==> src/rtl/cbus_arbiter_pkg.sv <==
// cbus_arbiter_pkg: shared cbus request/response types used by the arbiter and its neighbours
package cbus_arbiter_pkg;
  localparam int CBUS_ADDR_W = 64;
  localparam int CBUS_DATA_W = 64;
  localparam int CBUS_STRB_W = CBUS_DATA_W / 8;
  typedef enum logic [2:0] {MSIZE1, MSIZE2, MSIZE4, MSIZE8} msize_t;
  typedef enum logic [3:0] {MLEN1 = 4'd0, MLEN2 = 4'd1, MLEN4 = 4'd3, MLEN8 = 4'd7, MLEN16 = 4'd15} mlen_t;
  typedef enum logic [1:0] {AXI_BURST_FIXED, AXI_BURST_INCR, AXI_BURST_WRAP} axi_burst_type_t;
  typedef struct packed {
    logic valid;
    logic is_write;
    msize_t size;
    logic [CBUS_ADDR_W-1:0] addr;
    logic [CBUS_STRB_W-1:0] strobe;
    logic [CBUS_DATA_W-1:0] data;
    mlen_t len;
    axi_burst_type_t burst;
  } cbus_req_t;
  typedef struct packed {
    logic ready;
    logic last;
    logic [CBUS_DATA_W-1:0] data;
  } cbus_resp_t;
endpackage

==> src/rtl/cbus_arb_select.sv <==
// cbus_arb_select: picks the next winner from the valid vector; CBUS_ARB_RR_EN selects round-robin instead of fixed priority
module cbus_arb_select #(
  parameter int NUM_REQ = 2,
  parameter int IDX_W = 1
) (
  input logic [NUM_REQ-1:0] valid,
`ifdef CBUS_ARB_RR_EN
  input logic [IDX_W-1:0] ptr,
`endif
  output logic [IDX_W-1:0] winner,
  output logic any_valid
);
  always_comb begin
    winner = '0;
    any_valid = |valid;
`ifdef CBUS_ARB_RR_EN
    // descending scan so the candidate closest after ptr is assigned last and wins
    for (int k = NUM_REQ; k >= 1; k--)
      if (valid[(int'(ptr) + k) % NUM_REQ]) winner = IDX_W'((int'(ptr) + k) % NUM_REQ);
`else
    for (int i = NUM_REQ - 1; i >= 0; i--)
      if (valid[i]) winner = IDX_W'(i);
`endif
  end
endmodule

==> src/rtl/cbus_arbiter.sv <==
// cbus_arbiter: grants the shared cbus to one requester per transaction (index 0 fetch, 1 data)
// CBUS_ARB_RR_EN builds round-robin selection; default is fixed priority
module cbus_arbiter
  import cbus_arbiter_pkg::*;
#(
  parameter int NUM_REQ = 2
) (
  input logic clk,
  input logic reset,
  input cbus_req_t ireqs [NUM_REQ],
  output cbus_resp_t iresps [NUM_REQ],
  output cbus_req_t oreq,
  input cbus_resp_t oresp,
  output logic busy
);
  localparam int IDX_W = NUM_REQ > 1 ? $clog2(NUM_REQ) : 1;
  typedef enum logic {IDLE, BUSY} state_t;
  state_t state;
  logic [IDX_W-1:0] grant, winner;
  logic [NUM_REQ-1:0] valid;
  logic any_valid;
  always_comb begin
    valid = '0;
    for (int i = 0; i < NUM_REQ; i++) valid[i] = ireqs[i].valid;
  end
`ifdef CBUS_ARB_RR_EN
  logic [IDX_W-1:0] ptr;
  always_ff @(posedge clk or posedge reset)
    if (reset) ptr <= IDX_W'(NUM_REQ - 1);
    else if (state == IDLE && any_valid) ptr <= winner;
`endif
  cbus_arb_select #(.NUM_REQ(NUM_REQ), .IDX_W(IDX_W)) u_select (
    .valid(valid),
`ifdef CBUS_ARB_RR_EN
    .ptr(ptr),
`endif
    .winner(winner),
    .any_valid(any_valid)
  );
  // only the index is latched; payload is forwarded live, so requesters must hold it stable
  always_ff @(posedge clk or posedge reset)
    if (reset) begin
      state <= IDLE;
      grant <= '0;
      busy <= 1'b0;
    end else if (state == IDLE) begin
      if (any_valid) begin
        state <= BUSY;
        grant <= winner;
        busy <= 1'b1;
      end
    end else if (oresp.ready && oresp.last) begin
      state <= IDLE;
      busy <= 1'b0;
    end
  always_comb begin
    oreq = state == BUSY ? ireqs[grant] : '0;
    for (int i = 0; i < NUM_REQ; i++) iresps[i] = state == BUSY && grant == IDX_W'(i) ? oresp : '0;
  end
endmodule

==> config.mk <==
export PLATFORM = sky130hd
export DESIGN_NAME = cbus_arbiter
export DESIGN_NICKNAME = d
export VERILOG_FILES = /design/src/rtl/cbus_arbiter_pkg.sv /design/src/rtl/cbus_arb_select.sv /design/src/rtl/cbus_arbiter.sv
export SDC_FILE = /design/constraint.sdc
export NUM_CORES = 1
export LEC_CHECK = 0
export ABC_CLOCK_PERIOD_IN_PS = 1200
export CAP_MARGIN = 30
export CORE_AREA = 2 2 251 253
export DETAILED_ROUTE_END_ITERATION = 12
export DIE_AREA = 0 0 253 255
export DONT_BUFFER_PORTS = 1
export PLACE_DENSITY = 0.3
export SYNTH_ARGS = -nofsm -noshare
export SYNTH_HDL_FRONTEND = slang
export SYNTH_SLANG_ARGS = --single-unit
==> constraint.sdc <==
create_clock -name clk -period 1.2 [get_ports clk]
set_input_delay 0.24 -clock clk [delete_from_list [all_inputs] [get_ports clk]]
set_output_delay 0.24 -clock clk [all_outputs]
set_load 0.02 [all_outputs]
==> flow_summary_export.csv <==
group,metric,value,unit
route,routedWlPerCell,16.26,um
floorplan,die_h,255,um
worst_hold_path,hold_path_class,"in -> reg",
sta,fin_skew,3.647,ps
floorplan,io-pin-count,642,
sta,setup_viol,281,
cells_and_area,fillers,7132,
sta,period_needed,1866,ps
route,vias,4074,
global_route,grtUsageTotal,5.783,%
cts,root_buffer,"clkbuf_16",
floorplan,fp.coreArea,62160,um^2
sta,finalWorstSetupSlack,-665.7,ps
cts,clkTransAtPathRegs,40,ps
cells_and_area,multi_input_area,3910,um^2
run_status,status,"complete, but fails checks",
synth,synthTopCellsByArea,"mux2i_1, nor2_1, and2_1",
synth,synth_area,3354,um^2
synth,synth_fp_nets,855,
cells_and_area,area_delta_synth_final,92.47,%
critical_path,slowest_delay,520,ps
sta,final_max_slew_viol_count,0,
sta,max-slew-margin-rel,76.59,%
sta,hold_violations,0,
cts,clock_tree.buffer_depth,2,
power,p_per_area,1300,nW/um^2
synth,ys_types,20,
cells_and_area,nNetsFinal,934,
flow_run,cap_violations,0,
placement,gp_congestion,0.8360,
cts,cts_num_sinks,3,
synth,synth_seq_cells,3,
floorplan,rows,92,
placement,pre_cts_slack,-697.9,ps
cells_and_area,seq_area,80.08,um^2
power,p_leak,0.002616,uW
cells_and_area,drive_above_1_share,68.48,%
sta,fmax,0.5360,GHz
global_route,grt_pass1_wl,26820,um
sta,tns,-143130,ps
critical_path,cp.arrival,1630,ps
sta,period_share,155.5,%
critical_path,critPathLaunchType,"flip-flop",
cells_and_area,final_util,10.39,%
synth,synthDominantCellAreaShare,43.86,%
floorplan,die_x,253,um
global_route,globalRouteOverflowTotal,0,
route,via_per_inst,2.961,
critical_path,crit_slowest_cell,"dfrtp_4",
synth,synth_sequential_area_ratio,2.238,%
placement,hpwl,18910,um
route,ant_nets,0,
critical_path,required,960,ps
synth,syn_area_per_cell,6.804,um^2
sta,rsz0062_at_grt,"yes",
critical_path,worstSetupEndpointType,"primary output",
route,totalWireLength,22370,um
sta,worst_slew_pin_slew,351.2,ps
route,dr.pass1.iters,4,
critical_path,path_cells,"buf_16 > bufbuf_16 > mux2i_1 > nor2_2",
critical_path,path_class,"reg -> out",
floorplan,dieArea,64520,um^2
route,drt_iter0_markers,147,
synth,synth_largest_area_cell,"mux2i_1",
placement,placed_area,5756,um^2
cells_and_area,final_area,6456,um^2
route,drc_errors,0,
cts,cts_max_level,1,
synth,ys_warn_count,0,
floorplan,start_util,5.397,%
run_status,violations,"negative setup slack",
power,ir_drop,0.3912,mV
global_route,grt_max_degree,71,
global_route,grt_pass1_vias,3692,
cts,cts_tree,"built",
synth,syn_inst,493,
cts,clk_latency,230,ps
placement,io_buffers,0,
global_route,antenna_found_initial,7,
cts,cts_buffers,3,
critical_path,cp_max_fo,11,
## routing by layer
layer,GRT usage (%),routed length (um),up-vias
li1,-,-,1827
met1,7.517,9080,1895
met2,9.097,10660,312
met3,1.363,1767,36
met4,2.519,840,4
met5,0,23,-
## flip-flops by register name, summed over array words and instances (netlist names)
signal,flops
grant,1
busy,1
state,1
## cell usage in the layout, fill, tap and decap left out, types with 5 or more instances in the layout
cell type  count
and2_4        62
and3_4        60
buf_12        15
buf_16         5
buf_4         96
buf_6          9
diode_2        6
mux2i_1      117
mux2i_2       16
mux2i_4       14
nor2_1        50
nor2_2        85
nor2_4        12
## cells in the mapped netlist
cell type	instances
dfrtp_1	3
buf_4	10
and2_1	66
clkbuf_2	5
mux2i_1	147
nor2b_4	1
buf_6	10
a2bb2oi_1	1
and3_1	66
o21ba_2	1
clkbuf_1	10
nand3_1	1
buf_2	18
o21a_1	1
clkbuf_4	1
inv_1	2
nor2_1	147
nor2b_1	1
buf_8	1
o31a_1	1
## per-stage QoR
stage               instances  total power (uW)  hold slack (ps)
floorplan                 493              5598           -6.356
global placement         1347              7008            86.89
detailed placement       1347              7015            87.52
CTS                      1365              8291            136.6
global route             1375              8851            154.7
finish                   1376              8390            141.1
## logic make-up (layout without fill, tap and decap cells)
kind of cell,after synthesis,count (layout),share of synthesized area [%]
compound gates,4,4,1.045
buf+inv,57,135,11.04
flops,3,3,2.238
mux,147,147,43.86
other cells,0,6,0
simple gates,282,282,41.81
## critical path: cells and delay by family, from the launching register on
kind	cells	cell delay, ps
flops	1	520
simple gates	1	240
mux	1	150
buf+inv	2	480
## where the power goes
part | total, uW | switching, uW | internal (uW)
logic | 7670 | 4360 | 3320
clock network | 546 | 106 | 440
registers | 171 | 46.7 | 124
## path summary, 6_finish.rpt
kind | from | to | slack (ps) | cells past startpoint
max | grant | oreq[62] | -670 | 4
min reg2reg | busy | busy | 740 | 1
min in group asynchronous | reset | busy | 410 | 2
max in group asynchronous | reset | grant | 550 | 2
min | ireqs[146] | state | 140 | 1
max reg2reg | grant | grant | -100 | 4
## layout make-up
type	instances	area share, %
Clock buffer	4	1.221
Multi-Input combinational cell	433	60.56
Sequential cell	3	1.240
Timing Repair Buffer	129	21.07
Tap cell	799	15.48
Antenna cell	6	0.2326
Inverter	2	0.1938
## what timing repair did
item	in CTS	in global routing
endpoints found under the setup margin	281	282
endpoints found under the hold margin	3	0
setup buffers	9	6
hold buffers	1	0
resized for setup	43	35
pin swaps	10	4
gates cloned	4	1
No activity file was read; power rests on OpenSTA's default activity.
